<file path="config.mk">
export PLATFORM = sky130hd
export DESIGN_NAME = frequency_generator
export DESIGN_NICKNAME = d
export VERILOG_FILES = /design/src/rtl/frequency_generator.sv
export SDC_FILE = /design/constraint.sdc
export NUM_CORES = 1
export LEC_CHECK = 0
export CAP_MARGIN = 20
export CORE_ASPECT_RATIO = 2
export CORE_UTILIZATION = 52
export CTS_BUF_LIST = sky130_fd_sc_hd__clkbuf_8
export CTS_CLUSTER_DIAMETER = 30
export CTS_CLUSTER_SIZE = 28
export DETAILED_ROUTE_END_ITERATION = 6
export PLACE_DENSITY_LB_ADDON = 0.05
export SYNTH_ARGS = -nofsm -noshare
export SYNTH_HDL_FRONTEND = slang
export SYNTH_SLANG_ARGS = --single-unit
</file>
<file path="constraint.sdc">
create_clock -name clk -period 4.7 [get_ports clk]
set_input_delay 0.94 -clock clk [delete_from_list [all_inputs] [get_ports clk]]
set_output_delay 0.94 -clock clk [all_outputs]
set_load 0.01 [all_outputs]
</file>
<file path="src/rtl/frequency_generator.sv">
// Square-wave stimulus source: N evenly spaced pulses per window of update_period+1 cycles.
// N is loaded as two BCD digits; the half-period is found by repeated subtraction.
module frequency_generator #(
  parameter int unsigned UPDATE_PERIOD = 1200,
  parameter int unsigned BITS          = 12
) (
  input  logic            clk,
  input  logic            reset,
  input  logic [3:0]      tens,
  input  logic [3:0]      units,
  input  logic            value_load,
  input  logic [BITS-1:0] period,
  input  logic            period_load,
  output logic            signal,
  output logic            window_start,
  output logic            busy
);

  typedef logic [BITS:0] wide_t;
  typedef enum logic [1:0] {RUN, CONV_TENS, CONV_UNITS, DIV} state_t;

  state_t     state, n_state;
  wide_t      update_period, n_update_period;
  wide_t      half, n_half;
  wide_t      k, n_k;
  wide_t      cnt, n_cnt;
  wide_t      rem, n_rem;
  wide_t      q, n_q;
  wide_t      cnt_inc;
  logic [6:0] target, n_target;
  logic [7:0] seg, n_seg;
  logic [7:0] two_n, n_two_n;
  logic [3:0] tens_rem, n_tens_rem;
  logic [3:0] units_q, n_units_q;
  logic       n_signal, n_window_start, n_busy;

  function automatic logic [3:0] clamp_bcd(input logic [3:0] d);
    return (d > 4'd9) ? 4'd9 : d;
  endfunction

  assign two_n   = {target, 1'b0};
  assign cnt_inc = cnt + wide_t'(1);

  always_ff @(posedge clk) begin
    if (reset) begin
      state         <= RUN;
      update_period <= wide_t'(UPDATE_PERIOD);
      half          <= '0;
      k             <= '0;
      cnt           <= '0;
      rem           <= '0;
      q             <= '0;
      target        <= '0;
      seg           <= '0;
      tens_rem      <= '0;
      units_q       <= '0;
      signal        <= 1'b0;
      window_start  <= 1'b0;
      busy          <= 1'b0;
    end else begin
      state         <= n_state;
      update_period <= n_update_period;
      half          <= n_half;
      k             <= n_k;
      cnt           <= n_cnt;
      rem           <= n_rem;
      q             <= n_q;
      target        <= n_target;
      seg           <= n_seg;
      tens_rem      <= n_tens_rem;
      units_q       <= n_units_q;
      signal        <= n_signal;
      window_start  <= n_window_start;
      busy          <= n_busy;
    end
  end

  // seg tracks floor(k/half), saturating at 2N; cnt is the position within the current half-period.
  always_comb begin
    n_state         = state;
    n_update_period = update_period;
    n_half          = half;
    n_k             = k;
    n_cnt           = cnt;
    n_rem           = rem;
    n_q             = q;
    n_target        = target;
    n_seg           = seg;
    n_tens_rem      = tens_rem;
    n_units_q       = units_q;

    unique case (state)
      RUN: begin
        if (value_load) begin
          n_tens_rem = clamp_bcd(tens);
          n_units_q  = clamp_bcd(units);
          if (period_load) n_update_period = {1'b0, period};
          n_target = '0;
          n_state  = CONV_TENS;
        end else if (period_load) begin
          n_update_period = {1'b0, period};
          n_rem   = {1'b0, period} + wide_t'(1);
          n_q     = '0;
          n_state = DIV;
        end else if (k == update_period) begin
          n_k   = '0;
          n_cnt = '0;
          n_seg = '0;
        end else begin
          n_k = k + wide_t'(1);
          if (cnt_inc == half) begin
            n_cnt = '0;
            if (seg < two_n) n_seg = seg + 8'd1;
          end else begin
            n_cnt = cnt_inc;
          end
        end
      end
      CONV_TENS: begin
        if (tens_rem != 4'd0) begin
          n_target   = target + 7'd10;
          n_tens_rem = tens_rem - 4'd1;
        end else begin
          n_state = CONV_UNITS;
        end
      end
      CONV_UNITS: begin
        n_target = target + {3'b000, units_q};
        n_rem    = update_period + wide_t'(1);
        n_q      = '0;
        n_state  = DIV;
      end
      DIV: begin
        if (target != 7'd0 && rem >= wide_t'(two_n)) begin
          n_rem = rem - wide_t'(two_n);
          n_q   = q + wide_t'(1);
        end else begin
          if (target == 7'd0)  n_half = '0;
          else if (q == '0)    n_half = wide_t'(1);
          else                 n_half = q;
          n_k     = '0;
          n_cnt   = '0;
          n_seg   = '0;
          n_state = RUN;
        end
      end
      default: n_state = RUN;
    endcase

    // Outputs are registered from next-cycle values so they line up with the k they describe.
    n_two_n        = {n_target, 1'b0};
    n_busy         = (n_state != RUN);
    n_window_start = (n_state == RUN) && (n_k == '0);
    n_signal       = (n_state == RUN) && (n_target != 7'd0) && n_seg[0] && (n_seg < n_two_n);
  end

endmodule

</file>
After elaboration in Yosys (flattened, before gate mapping)

Index checks and enable logic that the tools add are counted.

Register bits after elaboration: 105
Bits in latches: 0
RAM bits: 0
ROM bits: 0
Output and inout port bits: 3
Word-level logic and storage cells: 106
Memories: 0

Add/sub/neg operators: 10
Multipliers: 0
Divide/modulo/power cells: 0
$lt $le $gt $ge: 5
Eq/ne operators: 12
Shifts and indexed selects: 0
Multiplexer cells: 41
Bitwise gates (word level): 1
Reductions and logical operators: 23

Operators with widths:

| operator                                                        | number |
|---|---|
| 13-bit 2-to-1 mux                                               | 17 |
| 13-bit one-hot mux with 3 select lines                          | 2 |
| 13-bit one-hot mux with 2 select lines                          | 2 |
| 8-bit 2-to-1 mux                                                | 6 |
| 13-bit by 1-bit adder with 13-bit output, second input constant | 3 |
| 12-bit by 1-bit adder with 13-bit output, second input constant | 2 |
| 13-bit zero test                                                | 2 |
| 7-bit one-hot mux with 3 select lines                           | 1 |
| 8-bit less-than comparator                                      | 2 |
| 4-bit 2-to-1 mux                                                | 4 |
| 8-bit one-hot mux with 2 select lines                           | 1 |
| 7-bit 2-to-1 mux                                                | 2 |
| 2-bit inequality test, second input constant                    | 7 |
| 7-bit nonzero test                                              | 2 |
| 13-bit by 12-bit == test with 1-bit output                      | 1 |
| 13-bit == test                                                  | 1 |
| 13-bit by 8-bit >= comparator with 1-bit output                 | 1 |
| 13-bit by 8-bit subtractor with 13-bit output                   | 1 |
| 8-bit by 1-bit adder with 8-bit output, second input constant   | 1 |
| 4-bit > comparator, second input constant                       | 2 |
| 2-bit 2-to-1 mux                                                | 4 |
| 2-bit one-hot mux with 4 select lines                           | 1 |
| 4-bit one-hot mux with 2 select lines                           | 1 |
| 4-bit AND reduction                                             | 2 |
| 14 further kinds                                                | 24 |

Logic depth before layout (Yosys ltp)

Depth in word-level cells: 9
Gate-level depth with buffers: 18
Depth with buffers taken out: 17

Worst setup path before layout

No wires, ideal clock.

Path type: register -> register
From: reg cnt[0]
To: reg signal
Library setup time: 0.060 ns
Arrival time: 3.865 ns
Required time: 4.640 ns
Slack: 0.775 ns
Cell stages (with the launch flop): 19
Clock period less this slack: 3.925 ns
Cells stage by stage: dfxtp_1 ha_1 clkbuf_1 nand4_1 or4_4 a21oi_2 nor3_1 or3_1 buf_2 or3_1 o211ai_1 nand2_1 ha_1 a21o_1 a21o_1 a21oi_1 o21ai_0 a41oi_1 o2111a_1

Cells in the longest elaborated chain, start to end: 9
Elaborated cells between the ends (all ways): 10
Classes of those cells: add/sub (1); order compare (1); eq/ne (1); mux (5); reduce/logical (2)

Ends and longest elaborated chain:

| element                                  | RTL line | text |
|---|---|---|
| start: declaration                       | 26       | `wide_t cnt, n_cnt;` |
| start signal: assignment                 | 65       | `cnt <= n_cnt;` |
| 13-bit by 1-bit adder with 13-bit output | 42       | `assign cnt_inc = cnt + wide_t'(1);` |
| 13-bit == test                           | 111      | `if (cnt_inc == half) begin` |
| 8-bit 2-to-1 mux                         | 111      |  |
| 8-bit 2-to-1 mux                         | 105      | `end else if (k == update_period) begin` |
| 8-bit 2-to-1 mux                         | 100      | `end else if (period_load) begin` |
| 8-bit 2-to-1 mux                         | 94       | `if (value_load) begin` |
| 8-bit one-hot mux with 2 select lines    | 92       | `unique case (state)` |
| named net n_seg[5]                       | 31       | `logic [7:0] seg, n_seg;` |
| 8-bit less-than comparator               | 154      | `n_signal = (n_state == RUN) && (n_target != 7'd0) && n_seg[0] && (n_seg < n_two_n);` |
| 1-bit logical AND                        | 154      |  |
| end signal: assignment                   | 72       | `signal <= n_signal;` |
| end: declaration                         | 14       | `output logic signal,` |

The timed path passes the listed nets, and every way through them passes these cells.
A chain may end at the register's enable or synchronous reset.

Final worst setup path

Same ends and word-level chain as after synthesis.

==> results.cfg <==
[status]
status = finished, violations left
violations = DRC

[route]
postRouteAntennaNets = 0
wl_mm = 20.3
dr_total_vias = 6989
post-route-drc-count = 2
wire_per_inst_um = 18.8
first_pass_iters = 7
initialDrtViolationCount = 353
vias_per_cell = 6.48

[timing]
setup_viol = 0
skew_ns = 0.0163
fin_crit_ns = 4.37
maxSlewViolCount = 0
timing.hold.ws_ns = 0.474
max_freq_ghz = 0.229
rsz0062_at_grt = false
fin_setup_tns_ns = 0
finalHoldViolations = 0
finalCritPeriodShare_pct = 92.9
tightest_slew_ns = 1.01
fin_ws_ns = 0.334
relSlewSlack_pct = 32.1

[floorplanning]
ios = 27
fp.coreArea_um2 = 13100
die_w_um = 83.9
dieHeight_um = 166
placementRows = 59
die_area_um2 = 13900
start_util_pct = 53.4

[pwr]
pwr-share-comb_pct = 52.4
p_int_mw = 1.92
peakVddDrop_v = 0.000226
power_mw = 3.56
pwr-share-seq_pct = 31.6
p_per_area_nw_per_um2 = 472
total_leakage_power_nw = 2.78
power.net_switching_mw = 1.65
p_clk_share_pct = 15.9
swShare_pct = 46.2

[layout]
syn_to_final_growth_pct = 8.23
layout.nets = 983
n_antenna_cell = 0
drive_gt1_share_pct = 4.85
fillCellCount = 1246
fin_util_pct = 57.8

[cts]
cts_buffers = 9
post-cts-setup-buffers = 0
cts_resized = 0
clk_path_buf_depth = 2
clock_sinks = 105
clk_latency_ns = 0.38
cts_tree = yes
path_clk_slew_ns = 0.11
cts-root-buf = clkbuf_8
h-tree-depth = 3
holdBufCountCts = 0

[synthesis]
synth_top_area_share_pct = 30.1
syn_area_um2 = 6970
synth_seq_area_share_pct = 30.1
synth_common_cells = dfxtp_1, nand2_1, a21oi_1, nor2_1, o21ai_0
ys.flop_type = dfxtp_1
ys_seq_elements = 105
yosys_warnings = 0
synthCells = 921
synthesis.nets = 982
yosys.area.top_type = dfxtp_1
async_reset_ff_share_pct = 0
ys_types = 72
synthTopCellsByArea = dfxtp_1, a21oi_1, ha_1
synthMostInstantiatedCell = dfxtp_1
syn_area_per_cell_um2 = 7.57
synth-edff-count = 0

[place]
place_congestion = 0.959
dp_worst_setup_slack_ns = 0.442
place_hpwl_mm = 15.7
portBuffers = 26

[worst_setup_path]
crit_slowest_cell = or3_1
startpoint_type = register
crit_chain = ha_1 -> nand4_1 -> or4_4 -> a21oi_2 -> nor3_1 -> or3_1 -> or3_1 -> o211ai_1 -> nand2_1 -> ha_1 -> a21o_1 -> a21o_1 -> a21oi_1 -> o21ai_0 -> a41oi_1 -> o2111a_1
critPathBufInv = 0
cp_top_family = simple AND/OR/NAND/NOR gates
rrSetupSlack_ns = 0.33
crit_path_end_kind = register
path_class = reg2reg
critPathRequiredTime_ns = 5.02
slowest_delay_ns = 0.53
worstSetupPathDepth = 16
critPathMaxFanout = 9
critPathArrivalTime_ns = 4.69
rr_worst_depth = 16

[global_route]
grt_pass1_vias = 6848
grt_usage_pct = 29.4
grt_pass1_wl_mm = 33.0
grt_remaining_overflow = 0
antenna_found_initial = 0
grt_max_degree = 47

[worst_hold_path]
whs_path_depth = 2
min_path_type = reg2reg

[job]
cap_violations = 0
[path summary, 6_finish.rpt]
check | start | endpoint
setup / recovery | cnt[0] | signal
hold / removal | half[8] | half[8]
setup reg to reg | cnt[0] | signal
hold reg to reg | half[8] | half[8]
[worst reg2reg max path, cell delays in order (launching register included)]
cell and delay [ns]:
dfxtp_1 0.44, ha_1 0.35, nand4_1 0.21, or4_4 0.47
a21oi_2 0.14, nor3_1 0.08, or3_1 0.53, or3_1 0.45
o211ai_1 0.23, nand2_1 0.08, ha_1 0.30, a21o_1 0.16
a21o_1 0.18, a21oi_1 0.15, o21ai_0 0.11, a41oi_1 0.22
o2111a_1 0.21
[registers in the layout, indices dropped and copies added (netlist names)]
signal / cells
busy: 1
cnt: 13
half: 13
k: 13
q: 13
rem: 13
seg: 8
signal: 1
state: 2
target: 7
tens_rem: 4
units_q: 4
update_period: 12
window_start: 1
[power by group through the flow]
stage	registers, mW	logic, mW	clock network (mW)
after floorplan	1.11	1.32	0
after global placement	1.14	1.78	0
after detailed placement	1.14	1.83	0
after CTS	1.12	1.83	0.584
after global routing	1.14	2.06	0.617
final	1.13	1.87	0.568
[layer usage]
metal  GRT usage (%)  vias up  wire length (um)
li1                -     3341                 -
met1            27.9     3316              7130
met2            58.2      238             11200
met3            3.18       94               668
met4            18.1        0              1290
met5               0        -                 0
[layout by cell type, fill, tap and decap left out, types with 13 or more instances in the layout]
cell type / synthesis / layout
nor2b_1: 13 / 13
o21ai_0: 55 / 54
a21oi_1: 92 / 92
nor4_1: 13 / 13
inv_1: 25 / 25
nor2_1: 81 / 81
buf_4: 1 / 15
mux2i_1: 14 / 14
nand2_1: 104 / 104
or3_1: 15 / 15
nand4_1: 17 / 17
nor3_1: 35 / 35
dfxtp_1: 105 / 105
ha_1: 35 / 35
clkdlybuf4s50_1: 0 / 25
nand3_1: 40 / 40
a211oi_1: 14 / 14
xor2_1: 30 / 30
xnor2_1: 18 / 18
[cell families (layout without fill, tap and decap cells)]
kind of cell | Yosys count | count (layout) | synth area share (%)
and+or+nand+nor | 384 | 384 | 27.6
AOI/OAI and AO/OA | 253 | 253 | 22.8
DFF | 105 | 105 | 30.1
buffers and inverters | 79 | 85 | 4.40
xor gates and xnor gates | 48 | 48 | 6.03
adders and majority gates | 37 | 37 | 6.85
muxes | 15 | 15 | 2.17
[final cells by class]
class / instances / area (um2) / area share (%)
clock buffers: 10 / 138 / 1.82
clock inverters: 6 / 56.3 / 0.746
inverters: 27 / 101 / 1.34
multi-input cells: 737 / 4570 / 60.5
flip-flops and latches: 105 / 2100 / 27.8
well taps: 152 / 190 / 2.52
repair buffers: 42 / 395 / 5.24
[metrics by stage]
step / instance area [um2] / cells
after CTS: 7520 / 1078
after global routing: 7550 / 1079
final: 7550 / 1079
after floorplan: 6970 / 921
after detailed placement: 7330 / 1062
after global placement: 7330 / 1062
No activity file was read; power rests on OpenSTA's default activity.
